File: config.mk
export PLATFORM = sky130hd
export DESIGN_NAME = instr_mem_rd_arbiter
export DESIGN_NICKNAME = d
export VERILOG_FILES = /design/src/rtl/instr_mem_rd_arbiter.sv
export SDC_FILE = /design/constraint.sdc
export NUM_CORES = 1
export LEC_CHECK = 0
export BUFFER_PORTS_ARGS = -buffer_cell sky130_fd_sc_hd__buf_4
export CORE_MARGIN = 5
export CORE_UTILIZATION = 35
export CTS_BUF_LIST = sky130_fd_sc_hd__clkbuf_16
export CTS_CLUSTER_SIZE = 40
export DETAILED_ROUTE_END_ITERATION = 12
export GPL_ROUTABILITY_DRIVEN = 0
export PLACE_DENSITY = 0.88
export SYNTH_ARGS = -nofsm -noshare
export SYNTH_HDL_FRONTEND = slang
export SYNTH_SLANG_ARGS = --single-unit
File: constraint.sdc
create_clock -name i_clk -period 2.29 [get_ports i_clk]
set_clock_uncertainty 0.1 [all_clocks]
set_input_delay 0.3435 -clock i_clk [delete_from_list [all_inputs] [get_ports i_clk]]
set_output_delay 0.3435 -clock i_clk [all_outputs]
set_load 0.01 [all_outputs]
File: src/rtl/instr_mem_rd_arbiter.sv
// ---------------------------------------------------------------------------
// instr_mem_rd_arbiter
//
// Shares one AXI4 read master port between N_REQ instruction-cache
// controllers. One requester at a time is granted in round-robin order. Its
// AR channel is forwarded downstream, and the R burst is steered back to it
// until the last beat. Only then does arbitration run again.
//
// Ports:
//   i_clk, i_areset_n        clock, asynchronous active-low reset
//   i_arvalid/araddr/arlen/  per-requester AR channel (packed [N_REQ][...])
//   arsize/arburst
//   o_arready                per-requester AR ready (at most one bit set)
//   o_rvalid, i_rready       per-requester R handshake (granted bit only)
//   o_rdata/o_rresp/o_rlast  broadcast R payload
//   o_m_ar*, i_m_arready     downstream AR channel
//   i_m_r*, o_m_rready       downstream R channel
//   o_grant                  registered one-hot grant, zero when idle
//   o_len_err                one-cycle pulse when rlast disagrees with arlen
// ---------------------------------------------------------------------------
module instr_mem_rd_arbiter #(
    parameter int N_REQ     = 2,
    parameter int ADDR_SIZE = 32,
    parameter int DATA_SIZE = 32
) (
    input  logic                                i_clk,
    input  logic                                i_areset_n,
    input  logic [N_REQ-1:0]                    i_arvalid,
    input  logic [N_REQ-1:0][ADDR_SIZE-1:0]     i_araddr,
    input  logic [N_REQ-1:0][7:0]               i_arlen,
    input  logic [N_REQ-1:0][2:0]               i_arsize,
    input  logic [N_REQ-1:0][1:0]               i_arburst,
    output logic [N_REQ-1:0]                    o_arready,
    output logic [N_REQ-1:0]                    o_rvalid,
    output logic [DATA_SIZE-1:0]                o_rdata,
    output logic [1:0]                          o_rresp,
    output logic                                o_rlast,
    input  logic [N_REQ-1:0]                    i_rready,
    output logic                                o_m_arvalid,
    output logic [ADDR_SIZE-1:0]                o_m_araddr,
    output logic [7:0]                          o_m_arlen,
    output logic [2:0]                          o_m_arsize,
    output logic [1:0]                          o_m_arburst,
    input  logic                                i_m_arready,
    input  logic                                i_m_rvalid,
    input  logic [DATA_SIZE-1:0]                i_m_rdata,
    input  logic [1:0]                          i_m_rresp,
    input  logic                                i_m_rlast,
    output logic                                o_m_rready,
    output logic [N_REQ-1:0]                    o_grant,
    output logic                                o_len_err
);

    localparam int IDX_W = $clog2(N_REQ);

    typedef enum logic [1:0] {
        ST_IDLE = 2'd0,
        ST_ADDR = 2'd1,
        ST_DATA = 2'd2
    } state_t;

    state_t             state_r;
    logic [IDX_W-1:0]   gnt_idx_r;
    logic [N_REQ-1:0]   gnt_r;
    logic [IDX_W-1:0]   last_r;
    logic [7:0]         len_r;
    logic [7:0]         beat_cnt_r;
    logic               len_err_r;
    logic [IDX_W-1:0]   pick_idx_s;
    logic [N_REQ-1:0]   pick_oh_s;

    // First requesting index searching upward from last+1, wrapping around.
    function automatic logic [IDX_W-1:0] rr_pick(
        input logic [IDX_W-1:0] last,
        input logic [N_REQ-1:0] req
    );
        logic [IDX_W-1:0] sel;
        logic             found;
        int               cand;
        sel   = '0;
        found = 1'b0;
        for (int k = 1; k <= N_REQ; k++) begin
            cand = (int'(last) + k) % N_REQ;
            if (!found && req[cand]) begin
                found = 1'b1;
                sel   = IDX_W'(cand);
            end
        end
        return sel;
    endfunction

    // Round-robin winner and its one-hot form, consumed only in IDLE.
    always_comb begin
        pick_idx_s = rr_pick(last_r, i_arvalid);
        pick_oh_s  = '0;
        pick_oh_s[pick_idx_s] = 1'b1;
    end

    // Handshake steering: only the granted requester sees ready/valid, and
    // only in the state owning that channel.
    always_comb begin
        o_arready   = '0;
        o_rvalid    = '0;
        o_m_arvalid = 1'b0;
        o_m_rready  = 1'b0;
        case (state_r)
            ST_ADDR: begin
                o_m_arvalid          = i_arvalid[gnt_idx_r];
                o_arready[gnt_idx_r] = i_m_arready;
            end
            ST_DATA: begin
                o_rvalid[gnt_idx_r]  = i_m_rvalid;
                o_m_rready           = i_rready[gnt_idx_r];
            end
            default: begin
                o_m_arvalid = 1'b0;
            end
        endcase
    end

    // AR payload of the granted requester; meaningful only while in ADDR.
    assign o_m_araddr  = i_araddr[gnt_idx_r];
    assign o_m_arlen   = i_arlen[gnt_idx_r];
    assign o_m_arsize  = i_arsize[gnt_idx_r];
    assign o_m_arburst = i_arburst[gnt_idx_r];

    // R payload is broadcast; requesters qualify it with their own rvalid.
    assign o_rdata = i_m_rdata;
    assign o_rresp = i_m_rresp;
    assign o_rlast = i_m_rlast;

    assign o_grant   = gnt_r;
    assign o_len_err = len_err_r;

    // Arbitration FSM with grant, rotation pointer and burst-length tracking.
    always_ff @(posedge i_clk or negedge i_areset_n) begin
        if (!i_areset_n) begin
            state_r    <= ST_IDLE;
            gnt_idx_r  <= '0;
            gnt_r      <= '0;
            last_r     <= IDX_W'(N_REQ - 1);
            len_r      <= 8'd0;
            beat_cnt_r <= 8'd0;
            len_err_r  <= 1'b0;
        end else begin
            len_err_r <= 1'b0;
            case (state_r)
                ST_IDLE: begin
                    if (|i_arvalid) begin
                        gnt_idx_r <= pick_idx_s;
                        gnt_r     <= pick_oh_s;
                        state_r   <= ST_ADDR;
                    end
                end
                ST_ADDR: begin
                    if (i_arvalid[gnt_idx_r] && i_m_arready) begin
                        len_r      <= i_arlen[gnt_idx_r];
                        beat_cnt_r <= 8'd0;
                        state_r    <= ST_DATA;
                    end else if (!i_arvalid[gnt_idx_r]) begin
                        // Requester withdrew: drop the grant, keep rotation.
                        gnt_r   <= '0;
                        state_r <= ST_IDLE;
                    end
                end
                ST_DATA: begin
                    if (i_m_rvalid && i_rready[gnt_idx_r]) begin
                        if (beat_cnt_r != 8'hFF) begin
                            beat_cnt_r <= beat_cnt_r + 8'd1;
                        end
                        if (i_m_rlast) begin
                            // Pre-increment count equals arlen on a well-formed burst.
                            len_err_r <= (beat_cnt_r != len_r);
                            last_r    <= gnt_idx_r;
                            gnt_r     <= '0;
                            state_r   <= ST_IDLE;
                        end
                    end
                end
                default: begin
                    gnt_r   <= '0;
                    state_r <= ST_IDLE;
                end
            endcase
        end
    end

endmodule

==> results of run 1 <==
==> sequential cells by signal, summed over array words and instances, names as in the netlist <==
register	flops
last_r	1
o_len_err	1
state_r	2
gnt_idx_r	1
o_grant	2
beat_cnt_r	8
len_r	8
==> through the flow <==
| step | instance area (um^2) | instances | hold WS (ns) |
|---|---|---|---|
| final | 3150 | 394 | 0.200 |
| after global routing | 3150 | 394 | 0.207 |
| after CTS | 3150 | 394 | 0.202 |
| after detailed placement | 3060 | 389 | 0.153 |
| after global placement | 3060 | 389 | 0.152 |
| after floorplan | 2100 | 202 | -0.0521 |
==> worst max-delay path, stage by stage (launching register included) <==
cell	delay (ns)
dfrtp_2	0.56
buf_12	0.27
mux2_2	0.40
buf_4	0.15
==> final timing paths <==
check	end	slack (ns)	from	cells after the start
min reg2reg	o_grant[0]	0.42	o_grant[0]	1
min in group asynchronous	o_grant[0]	0.42	i_areset_n	2
min	state_r[0]	0.20	i_m_arready	2
max in group asynchronous	last_r	1.38	i_areset_n	2
max reg2reg	beat_cnt_r[6]	0.35	beat_cnt_r[0]	5
max	o_m_araddr[17]	0.17	gnt_idx_r	3
==> placed cells by master (no fill, tap or decap), types with 6 or more instances in the layout <==
cell type,netlist,routed
xor2_1,8,8
a21oi_1,6,6
buf_4,35,154
inv_1,5,6
dfrtp_1,22,21
nor2_1,7,7
mux2_2,53,53
nand2_1,13,13
a31oi_1,7,7
==> cells by family (layout without fill, tap and decap cells) <==
logic type / count (synthesis) / after routing / share of synthesized area (%)
and+or+nand+nor: 40 / 40 / 11.9
xor gates and xnor gates: 8 / 8 / 3.33
AOI/OAI and AO/OA: 25 / 25 / 9.10
adders and majority gates: 1 / 1 / 0.595
muxes: 57 / 57 / 31.8
DFF: 23 / 23 / 27.4
buffers and inverters: 48 / 165 / 15.9
==> area by class of cell <==
type	count	share of cell area [%]
clock inverters	1	0.119
repair buffers	156	37.7
inverters	5	0.596
clock buffers	3	2.38
multi-input cells	131	37.9
well taps	75	2.98
flip-flops and latches	23	18.4
==> report_power, final <==
part	total [mW]	leakage, nW	internal, mW	switching (mW)
Clock	0.381	0.0423	0.233	0.147
Combinational	1.90	1.22	1.09	0.808
Sequential	0.757	0.291	0.559	0.198
==> per-layer routing <==
metal | global-route usage, % | vias to the layer above | share of wire, %
met5 | 0 | - | 0
met4 | 3.63 | 0 | 0.33
met3 | 6.43 | 2 | 9.7
met2 | 35.8 | 99 | 55
met1 | 19.2 | 910 | 35
li1 | - | 920 | -
==> run metrics, run 1 <==
cell with the most instances after synthesis=mux2_2; worst setup margin=roughly 0.17 ns; Post-synth top cells=mux2_2 (53), buf_4 (35), dfrtp_1 (22), nand2_1 (13), xor2_1 (8); CTS H-tree depth=1; core area=0.00589 mm^2; CTS sink count=23; Avg Inst Size Synth=between 10 and 15 um^2; clock tree buffer depth=2; Hold Crit Class=in2reg; syn_nets=~340; top_reg_cell synth=dfrtp_1; site row count=28; WL per Instance=19.2 um; DRC=0; CTS root buf=clkbuf_16; FILL cells=about 510; post-synthesis register bit count=23; Mapped Area=0.00210 mm^2; Yosys Warn Count=0; Tcrit/Tclk final=92.7%; final setup fails=0; Post-synth EDFFs=0; startpoint types=register; FFs w/ async S/R, synth=100%; ANT nets after route=0; vias in the first global route=2084; via/cell ratio=approximately 5; post-layout min period=about 2.1 ns; Area Overhead vs Synth=49.7%; Post-CTS Hold Fix Bufs=1; Pleak=roughly 1.6 nW; register area share after synthesis=a little over a quarter; Power, Total=roughly 3 mW; max_cap viols=0; Die ar.=roughly 0.0077 mm^2; worst rel slew slack=between 70% and 80%; RSZ-0062 raised after global routing=no; multi-input logic area=about 0.0012 mm^2; Sequential Area=roughly 580 um^2; PortBufs=about 150; Die X=roughly 90 um; post-DP HPWL=6430 um; final WL=approximately 7600 um; Initial DRC Count=14; grt ovf=0; die span in y=between 80 and 90 um; critical path data required time=between 1.5 and 2 ns; total negative setup slack=0 ns; Arrival @ worst endpoint=1.68 ns; CTS tree=yes; drt first pass iters=4; Critical Path Sink Type=primary output; Synth area leaders=mux2_2 (28%), dfrtp_1 (26%), buf_4 (12%); Worst-path clk slew=~0.060 ns; initial antenna violation count=0; Final nets=around 450; Setup WS pre-CTS=just over 0.4 ns; PwrDens=964 mW/mm^2; final core utilization=roughly 53%; Final Hold Violating Endpoints=0; Slew Limit Fails=0; Inserted Clock Buffers=3; global-route wire length before repair=10800 um; clock insertion delay at the later pin of the skew report=roughly 0.26 ns; n_diodes=0; io pins=about 220; worst-path fanout max=42; VDD IR max=around 0.00075 V; largest net degree at the start of global routing=43; Resized Gates After CTS=0; Fmax achieved=about 470 MHz; Synth top area share=between 20 and 30%; postcts setup bufs=0; Worst Tran Pin Value=0.423 ns; Yosys cell types=36; type of the worst setup path=reg2out; vias=1931; fraction of layout instances using a drive strength above 1=approximately 70%; outcome=completed; leading area contributor after synthesis=mux2_2; GRT Total Usage=18.5%; Starting Density=between 30% and 40%; cell count after synthesis=roughly 200
Power figures use the tool's default switching activity.
==> run 2: changes to the inputs <==
--- a/config.mk
+++ b/config.mk
@@ -13,6 +13,7 @@
 export DETAILED_ROUTE_END_ITERATION = 12
 export GPL_ROUTABILITY_DRIVEN = 0
 export PLACE_DENSITY = 0.88
+export RECOVER_POWER = 100
 export SYNTH_ARGS = -nofsm -noshare
 export SYNTH_HDL_FRONTEND = slang
 export SYNTH_SLANG_ARGS = --single-unit
==> run metrics, run 2 (synthesized netlist as in run 1, its figures left out) <==
postcts setup bufs=0 (unchanged); Final nets=454 (unchanged); Worst-path clk slew=0.06 ns (about the same); PwrDens=941 mW/mm^2 (-2.3%); vias=1957 (+1.3%); GRT Total Usage=18.5% (unchanged); Post-Layout Cell Count=394 (unchanged); die span in y=87.5 um (unchanged); startpoint types=register; post-layout min period=2.10 ns (-0.0262 ns); type of the worst setup path=reg2out; worst-path cell chain=buf_12 -> mux2_1 -> buf_4; WL per Instance=19.3 um (+0.15%); io pins=222 (unchanged); CTS sink count=23 (unchanged); Arrival @ worst endpoint=1.65 ns (-0.03 ns); Crit. path cell count=3 (unchanged); VDD IR max=0.000739 V (-1.4%); global-route wire length before repair=10800 um (unchanged); fraction of layout instances using a drive strength above 1=52.0% (-19 points); via/cell ratio=4.97 (+1.3%); site row count=28 (unchanged); crit path max-delay cell type=dfrtp_2; Largest regs=beat_cnt_r x8, len_r x8; drt first pass iters=4 (unchanged); Hold Crit Depth=2 (unchanged); max_cap viols=0 (unchanged); CTS root buf=clkbuf_16; Fmax achieved=477 MHz (+1.3%); final setup fails=0 (unchanged); RSZ-0062 raised after global routing=no; CTS H-tree depth=1 (unchanged); core area=0.00589 mm^2 (unchanged); PortBufs=153 (unchanged); clock insertion delay at the later pin of the skew report=0.26 ns (about the same); Pleak=1.35 nW (-13%); final WL=7590 um (+0.15%); initial antenna violation count=0 (unchanged); largest net degree at the start of global routing=43 (unchanged); worst rel slew slack=16.0% (-56 points); Final Hold Violating Endpoints=0 (unchanged); Slew Limit Fails=0 (unchanged); Crit path max-delay family=flip-flops; dpl cells=389 (unchanged); multi-input logic area=0.00111 mm^2 (-6.6%); clock tree buffer depth=2 (unchanged); Tcrit/Tclk final=91.5% (-1.1 points); FILL cells=584 (+15%); Inserted Clock Buffers=3 (unchanged); grt ovf=0 (unchanged); Buf/Inv on CP=2 (unchanged); total negative setup slack=0 ns (unchanged); Die ar.=0.00766 mm^2 (unchanged); Hold Crit Class=in2reg; Die X=87.5 um (unchanged); CP max stage delay=0.53 ns (-0.03 ns); Area Overhead vs Synth=38.1%; outcome=completed; n_diodes=0 (unchanged); ANT nets after route=0 (unchanged); critical path data required time=1.85 ns (about the same); vias in the first global route=2084 (unchanged); DRC=0 (unchanged); Initial DRC Count=27 (+13); worst setup margin=0.194 ns (+0.0262 ns); Starting Density=35.7% (unchanged); Power, Total=2.73 mW (-9.9%); worst-path fanout max=42 (unchanged); Critical Path Sink Type=primary output; worst r2r path cells=4 (-1); Resized Gates After CTS=0 (unchanged); post-DP HPWL=6430 um (unchanged); Worst Tran Pin Value=1.26 ns (+0.836 ns); CTS tree=yes; most frequent cells in the layout=buf_4 (110), mux2_2 (44), clkbuf_1 (44), dfrtp_1 (21), nand2_1 (13); Post-CTS Hold Fix Bufs=1 (unchanged); commonest non-fill, non-tap cell in the layout=buf_4; Setup WS pre-CTS=0.407 ns (unchanged); Sequential Area=578 um^2 (unchanged)
run 2: layout make-up:
| class | instances | area share [%] |
|---|---|---|
| clock inverter | 1 | 0.129 |
| timing repair buffer | 156 | 35.2 |
| inverter | 5 | 0.646 |
| tap | 75 | 3.23 |
| multi-input combinational | 131 | 38.3 |
| clock buffer | 3 | 2.59 |
| sequential | 23 | 19.9 |
run 2: final timing paths:
check / start / endpoint / slack (ns)
worst max-delay path: gnt_idx_r / o_m_araddr[17] / 0.19
worst min-delay path: i_m_arready / state_r[0] / 0.18
worst max register to register: state_r[1] / beat_cnt_r[5] / 0.28
worst min register to register: o_grant[0] / o_grant[0] / 0.39
max in group asynchronous: i_areset_n / gnt_idx_r / 0.49
min in group asynchronous: i_areset_n / o_grant[0] / 0.77
run 2: routing by layer:
layer	up-vias	share of wire, %	wire length, um	global-route usage, %
met3	4	10	760	6.43
met2	98	55	4170	35.8
met1	939	34	2610	19.2
met4	0	0.58	44	3.63
met5	-	0	0	0
li1	916	-	-	-
run 2: per-stage QoR:
stage / hold slack (ns) / instance area [um^2] / utilization, %
after detailed placement: 0.153 / 3060 / 52.0
final: 0.180 / 2900 / 49.3
after global routing: 0.185 / 2900 / 49.3
after CTS: 0.202 / 3150 / 53.5
after global placement: 0.152 / 3060 / 52.0
after floorplan: -0.0521 / 2100 / -
run 2: power breakdown:
| part | internal (mW) | total (mW) | switching [mW] |
|---|---|---|---|
| registers | 0.559 | 0.737 | 0.178 |
| clock network | 0.234 | 0.384 | 0.150 |
| logic | 0.833 | 1.61 | 0.779 |
| total | 1.63 | 2.73 | 1.11 |
